$ cat config.mk
export PLATFORM = sky130hd
export DESIGN_NAME = program_sequencer
export DESIGN_NICKNAME = d
export VERILOG_FILES = /design/src/rtl/program_sequencer.sv
export SDC_FILE = /design/constraint.sdc
export NUM_CORES = 2
export LEC_CHECK = 0
export ABC_AREA = 1
export BUFFER_PORTS_ARGS = -buffer_cell sky130_fd_sc_hd__buf_2
export CORE_MARGIN = 2
export CORE_UTILIZATION = 57
export DETAILED_ROUTE_END_ITERATION = 6
export PLACE_DENSITY_LB_ADDON = 0.1
export SLEW_MARGIN = 30
export SYNTH_ARGS = -nofsm -noshare
export SYNTH_HDL_FRONTEND = slang
export SYNTH_SLANG_ARGS = --single-unit
$ cat constraint.sdc
create_clock -name clk -period 4.65 [get_ports clk]
set_input_delay 0.2325 -clock clk [delete_from_list [all_inputs] [get_ports clk]]
set_output_delay 0.2325 -clock clk [all_outputs]
set_load 0.01 [all_outputs]
$ cat src/rtl/program_sequencer.sv
// program_sequencer: programmable instruction sequencer.
// A writable program memory is loaded while stopped, then stepped
// through a FETCH/EXEC state machine. Each opcode has its own EXEC
// latency, and jumps are resolved against the 3-bit compare status.
// Optional macro PROG_SEQ_CALL_EN adds single-level CALL/RET through a
// link register (jump cond 011 = CALL, cond 101 = RET).
module program_sequencer #(
  parameter int INSTR_W = 32,
  parameter int PC_W    = 6,
  parameter int MOV_CYC = 7,
  parameter int ALU_CYC = 3,
  parameter int CMP_CYC = 4,
  parameter int JMP_CYC = 4,
  parameter int NOP_CYC = 2
) (
  input  logic               clk,
  input  logic               rst,
  input  logic               load_en,
  input  logic [PC_W-1:0]    load_addr,
  input  logic [INSTR_W-1:0] load_data,
  input  logic               run,
  input  logic               stop,
  input  logic [2:0]         status,
  output logic [INSTR_W-1:0] instruction,
  output logic [PC_W-1:0]    pc,
  output logic               issue,
  output logic               busy,
  output logic               halted
);

  localparam int DEPTH = 2**PC_W;
  localparam int MAX_A = (MOV_CYC > ALU_CYC) ? MOV_CYC : ALU_CYC;
  localparam int MAX_B = (CMP_CYC > JMP_CYC) ? CMP_CYC : JMP_CYC;
  localparam int MAX_C = (MAX_A > MAX_B) ? MAX_A : MAX_B;
  localparam int MAX_CYC = (MAX_C > NOP_CYC) ? MAX_C : NOP_CYC;
  localparam int CNT_W = $clog2(MAX_CYC + 1);

  typedef enum logic [1:0] {IDLE, FETCH, EXEC, HALT} state_t;

  state_t             state, state_next;
  logic [INSTR_W-1:0] mem [DEPTH];
  logic [INSTR_W-1:0] instruction_next;
  logic [PC_W-1:0]    pc_next, pc_inc, target, jump_pc;
  logic [CNT_W-1:0]   cnt, cnt_next, lat;
  logic               issue_next, busy_next, halted_next;
  logic [2:0]         opcode, cond;
  logic               is_halt, done;
`ifdef PROG_SEQ_CALL_EN
  logic [PC_W-1:0]    link, link_next;
`endif

  assign opcode  = instruction[INSTR_W-1 -: 3];
  assign cond    = instruction[INSTR_W-4 -: 3];
  assign target  = instruction[PC_W-1:0];
  assign pc_inc  = pc + PC_W'(1);
  assign is_halt = (opcode == 3'b000) && instruction[INSTR_W-4];
  assign done    = (cnt == lat);

  // Program memory: writable only while the sequencer is stopped.
  always_ff @(posedge clk) begin
    if (load_en && (state == IDLE || state == HALT))
      mem[load_addr] <= load_data;
  end

  // EXEC latency of the instruction currently held.
  always_comb begin
    lat = CNT_W'(NOP_CYC);
    case (opcode)
      3'b000:                         lat = CNT_W'(NOP_CYC);
      3'b001:                         lat = CNT_W'(MOV_CYC);
      3'b010, 3'b011, 3'b100, 3'b101: lat = CNT_W'(ALU_CYC);
      3'b110:                         lat = CNT_W'(CMP_CYC);
      default:                        lat = CNT_W'(JMP_CYC);
    endcase
  end

  // Successor address: jump resolution against the live status flags.
  always_comb begin
    jump_pc = pc_inc;
    if (opcode == 3'b111) begin
      case (cond)
        3'b001: jump_pc = status[0] ? target : pc_inc;
        3'b010: jump_pc = status[1] ? target : pc_inc;
        3'b100: jump_pc = status[2] ? target : pc_inc;
`ifdef PROG_SEQ_CALL_EN
        3'b101: jump_pc = link;
`endif
        default: jump_pc = target;
      endcase
    end
  end

  // Next-state and registered-output logic; stop overrides everything.
  always_comb begin
    state_next       = state;
    instruction_next = instruction;
    pc_next          = pc;
    cnt_next         = cnt;
    issue_next       = 1'b0;
`ifdef PROG_SEQ_CALL_EN
    link_next        = link;
`endif
    case (state)
      IDLE, HALT: begin
        if (run) begin
          pc_next    = '0;
          state_next = FETCH;
        end
      end
      FETCH: begin
        instruction_next = mem[pc];
        cnt_next         = CNT_W'(1);
        issue_next       = 1'b1;
        state_next       = EXEC;
      end
      EXEC: begin
        if (done) begin
          instruction_next = '0;
          if (is_halt) begin
            state_next = HALT;
          end else begin
            pc_next    = jump_pc;
            state_next = FETCH;
`ifdef PROG_SEQ_CALL_EN
            if (opcode == 3'b111 && cond == 3'b011)
              link_next = pc_inc;
`endif
          end
        end else begin
          cnt_next = cnt + CNT_W'(1);
        end
      end
      default: state_next = IDLE;
    endcase
    if (stop) begin
      state_next       = IDLE;
      instruction_next = '0;
      issue_next       = 1'b0;
      pc_next          = pc;
`ifdef PROG_SEQ_CALL_EN
      link_next        = link;
`endif
    end
    // busy/halted are registered images of the next state.
    busy_next   = (state_next == FETCH) || (state_next == EXEC);
    halted_next = (state_next == HALT);
  end

  // State and output registers with asynchronous reset.
  always_ff @(posedge clk or posedge rst) begin
    if (rst) begin
      state       <= IDLE;
      instruction <= '0;
      pc          <= '0;
      cnt         <= '0;
      issue       <= 1'b0;
      busy        <= 1'b0;
      halted      <= 1'b0;
`ifdef PROG_SEQ_CALL_EN
      link        <= '0;
`endif
    end else begin
      state       <= state_next;
      instruction <= instruction_next;
      pc          <= pc_next;
      cnt         <= cnt_next;
      issue       <= issue_next;
      busy        <= busy_next;
      halted      <= halted_next;
`ifdef PROG_SEQ_CALL_EN
      link        <= link_next;
`endif
    end
  end

endmodule

* Word-level counts from Yosys, hierarchy flattened *
Memory sizes are Yosys's and may differ from the RTL's.
Index checks and enable logic that the tools add are counted.
W data, S select, Z words.

operators by class
  add/sub/neg operators = 2
  equality and inequality tests = 21
  multiplexer cells = 24
  bitwise logic cells = 1
  reduce and logical (&&, ||, !) cells = 14

operator list
  cell                   number
  $mux W32               2
  $pmux W32 S2           1
  $mux W6                7
  $pmux W6 S3            1
  $eq A3 B3 Y1 const B   4
  $pmux W6 S2            1
  $eq A3 B2 Y1 const B   3
  $pmux W3 S3            1
  $eq A2 B2 Y1 const B   4
  $mux W2                4
  $ne A2 B2 Y1 const B   4
  $add A6 B1 Y6 const B  1
  $eq A3 B1 Y1 const B   2
  $pmux W2 S3            1
  $pmux W3 S2            1
  $reduce_and A5 Y1      1
  $eq A2 B1 Y1 const B   2
  $mux W1                4
  $reduce_and A2 Y1      2
  $reduce_bool A2 Y1     2
  $reduce_or A4 Y1       1
  $add A3 B1 Y3 const B  1
  $eq A3 B3 Y1           1
  $logic_not A3 Y1       1
  8 further kinds        10

word-level totals
  bits in registers = 46
  memory bits (writable) = 2,048
  bits of input ports = 46
  output and inout bits = 41
  logic and storage cells = 70
  memories = 1

memories
  memory  depth  bits a word  rd ports  clocked after memory_dff  wr ports  line  source
  mem     64     32           1         0                         1         41    logic [INSTR_W-1:0] mem [DEPTH];

* Longest topological paths before layout *
  word-level depth = 9
  depth in mapped cells = 14
  gate-level depth less buffers = 13

* Least setup slack after synthesis *
No wires, ideal clock.

  path kind = register to register
  from = reg state[0]
  to = mem mem[48][0] (enable)
  setup time = 502 ps
  arrival = 4,232 ps
  required time = 4,148 ps
  path slack = -84 ps
  stages on the path, launching flop included = 7
  path buffers = 0
  cells stage by stage = dfrtp_1 > inv_1 > ha_1 > nand2_1 > clkinv_1 > nand4_1 > nor4_1

on the way
  cells in the longest elaborated chain, start to end = 5
  elaborated cells on any way between the ends = 6
  those cells by class = eq/ne: 1; mux: 2; reduce/logical: 3

RTL lines
  item                                                     line  source
  from (decl)                                              40    state_t state, state_next;
  from (signal assigned)                                   163   state <= state_next;
  $eq A2 B2 Y1 / $logic_not A2 Y1 (equally long branches)  61    if (load_en && (state == IDLE || state == HALT))
  $logic_or A1 B1 Y1 *                                     61
  $logic_and A1 B1 Y1 *                                    61
  $mux W1 *                                                61
  $mux W1 (implied by the code) *                          62    mem[load_addr] <= load_data;
  to (decl)                                                41

Mark *: on every way between the ends. The rest lies on a longest branch, timed or not.

* Worst setup path in the final report *
  from = reg state[0]
  to = mem mem[31][10] (enable)

Same word-level chain as after synthesis.

==> metrics.txt <==
status completed; critical path peak fanout 20; met1 GRT Util 44.6%; Worst setup SP type flip-flop; Synth-to-Final Area Change 10.5%; global-route wire length before repair 366,000 um; num rows 144; hold path depth 7; CTS tree done; WP data required 5150 ps; Slew Limit Fails 0; vias per cell 5.71; I/O pins 87; GR Overflow Total 0; Post-CTS Setup Bufs 0; Top Usage Layer GRT met2; Vias 59,400; Setup TNS 0 ps; crit end category flip-flop; critical path arrival 3850 ps; PortBufs 86; CTS sink cnt 2,094; vias in the first global route 56,700; met2 Track Usage GR 49.4%; initial antenna violation count 7; reg2reg start state[0]; CP Capture Point mem[31][10]; DR WL/cell 23.9 um; Antenna Nets Post-Route 0; Leak 38.5 nW; clock tree buffer depth 3; beginning of the critical path state[0]; Pwr Density 441 mW/mm2; # H-tree levels 4; Util after Layout 63.6%; largest net degree at the start of global routing 193; Die ar. 0.159 mm2; Global Route Usage Sum 31.4%; mapped cell area 0.0889 mm2; Initial Util 57.6%; Worst R2R Setup Slack 1300 ps; RSZ-0062 raised after global routing false; CTS root buf clkbuf_16; count of different cell masters after synthesis 32; Crit Path Category reg -> reg; register bit total from synthesis 2,094; initial DRC count 6,780; syn_area_per_cell 10.9 um2; fill cell count 11,900; DP Wirelength 131,000 um; TritonCTS Buffers 207; Syn Inst Count 8,141; dpl ws 957 ps; final wirelength 248,000 um; Register Area 0.0627 mm2; Rel. slew slack 23.1%; min cycle time layout 3350 ps; # setup viols final 0; drt drc 0; Worst R2R Path Depth 8; share of layout cells above drive strength 1 8.48%; Initial DRT Pass Iterations 6; worst-margin pin slew 1150 ps; synth warn 0; Final #Nets 8,232; reg2reg end mem[31][10]; Worst Clk Skew 25.5 ps; fmax 0.298 GHz; clock slew at reported path FFs 60 ps; area occupied by multi-input gates 0.0211 mm2; syn nets 8,192; Clock Latency Late Sink 830 ps; Final Hold Fails 0; met3 GRT Util 5.53%; Core ar. 0.154 mm2; Die Width 399 um; Worst Setup Slack, final 1300 ps; fin crit share 72.1%; max-cap violations 0; Max VDD drop 0.360 mV; Die Height 399 um; worst hold path type in -> reg; GP Congestion 0.832; sequential fraction of the synthesis area 70.5%
worst min path at each step:
stage             to  startpoint  slack (ps)
6_report       pc[1]   status[1]          70
3_3_place_gp    busy         rst         500
2_1_floorplan  issue        stop         300
4_1_cts        pc[2]   status[1]           2
5_1_grt        pc[2]   status[1]          80
3_5_place_dp    busy         rst         500
power breakdown:
part           switching (mW)  total, mW  internal (mW)  leakage, nW
combinational            4.46       6.21           1.76         16.4
clock                    6.97       15.9           8.94         3.11
sequential              0.234       21.2           20.9         19.0
flip-flops by register name, summed over array words and instances, names as in the netlist:
register and cells:
busy 1, halted 1, cnt 3, pc 6, mem 2048, issue 1
state 2, instruction 32
area by class of cell:
| type | instances | area share (%) |
|---|---|---|
| inverters | 776 | 3.00 |
| clock inverters | 109 | 0.799 |
| well taps | 2044 | 2.60 |
| multi-input cells | 4814 | 21.5 |
| clock buffers | 266 | 5.67 |
| diodes | 2 | 0.00510 |
| repair buffers | 288 | 2.63 |
| flip-flops and latches | 2094 | 63.8 |
critical path: stages, from the launching register on:
cell	delay (ps)
dfrtp_1	380
inv_1	70
ha_1	340
nand2_1	150
clkinv_1	190
nand4_1	540
buf_6	380
nor2_4	550
buf_4	380
synthesized netlist by cell type:
master       n  area, um2
o21ai_1      1       5.00
nand4_1      9       56.3
nor4_1       8       50.1
dfrtp_1     46       1150
o21ai_0     35        175
inv_2        2       7.51
buf_1       48        180
xnor2_1      1       8.76
nand2_2      1       6.26
clkbuf_2     7       35.0
nor3_1      50        250
buf_4       46        345
nand3b_1     1       7.51
buf_8        4       60.1
ha_1         5       62.6
clkbuf_1    87        327
nor2_1      91        342
or2_2       72        450
inv_1      771       2890
or2_1       48        300
a221oi_1     1       8.76
a21oi_1     26        130
buf_2      195        976
nand2_1   3090      11600
buf_6       70        788
clkinv_1     2       7.51
edfxtp_1  2048      61500
inv_4        1       6.26
or2_0       24        150
nand3_1   1251       6260
o211ai_1    96        721
xor2_1       4       35.0
cell usage in the layout (no fill, tap or decap), types with 8 or more instances in the layout:
| master | instances |
|---|---|
| buf_12 | 39 |
| clkbuf_16 | 211 |
| nand4_1 | 9 |
| nor4_2 | 8 |
| or2_0 | 24 |
| a21oi_1 | 26 |
| buf_4 | 149 |
| dfrtp_1 | 40 |
| clkbuf_8 | 8 |
| clkbuf_1 | 47 |
| or2_2 | 72 |
| o211ai_1 | 96 |
| clkinv_1 | 54 |
| nand2_1 | 3090 |
| clkinv_2 | 36 |
| nor2_4 | 56 |
| buf_2 | 85 |
| nand3_1 | 1251 |
| or2_1 | 48 |
| inv_1 | 768 |
| edfxtp_1 | 2048 |
| bufinv_16 | 10 |
| nor2_1 | 35 |
| o21ai_0 | 35 |
| nor3_1 | 49 |
logic make-up after synthesis:
logic type | Yosys count | share of synthesized area (%)
fa+ha+maj | 5 | 0.0704
xor+xnor | 5 | 0.0493
flops | 2094 | 70.5
compound gates | 159 | 1.17
simple gates | 4645 | 21.9
buf+inv | 1233 | 6.33
routing by layer:
layer	routed length (um)	share of wire, %
met1	103000	41
met2	115000	46
met3	22800	9.2
met4	7840	3.2
met5	52	0.021
repair_timing:
item / 4_1_cts / 5_1_grt
endpoints found under the hold margin: 121 / 0
resized for setup: 0 / 0
hold buffers: 6 / 0
per-stage QoR:
stage / power, mW / std cells / instance area [um2] / hold slack (ps)
6_report: 43.3 / 10400 / 98200 / 70.7
5_1_grt: 44.8 / 10400 / 98200 / 84.1
4_1_cts: 43.4 / 10400 / 98200 / 1.89
3_5_place_dp: 27.7 / 10000 / 91800 / 503
3_3_place_gp: 27.6 / 10000 / 91600 / 497
2_1_floorplan: 25.9 / 8141 / 88900 / 299
Note: power is estimated with default switching activity, not from simulation.
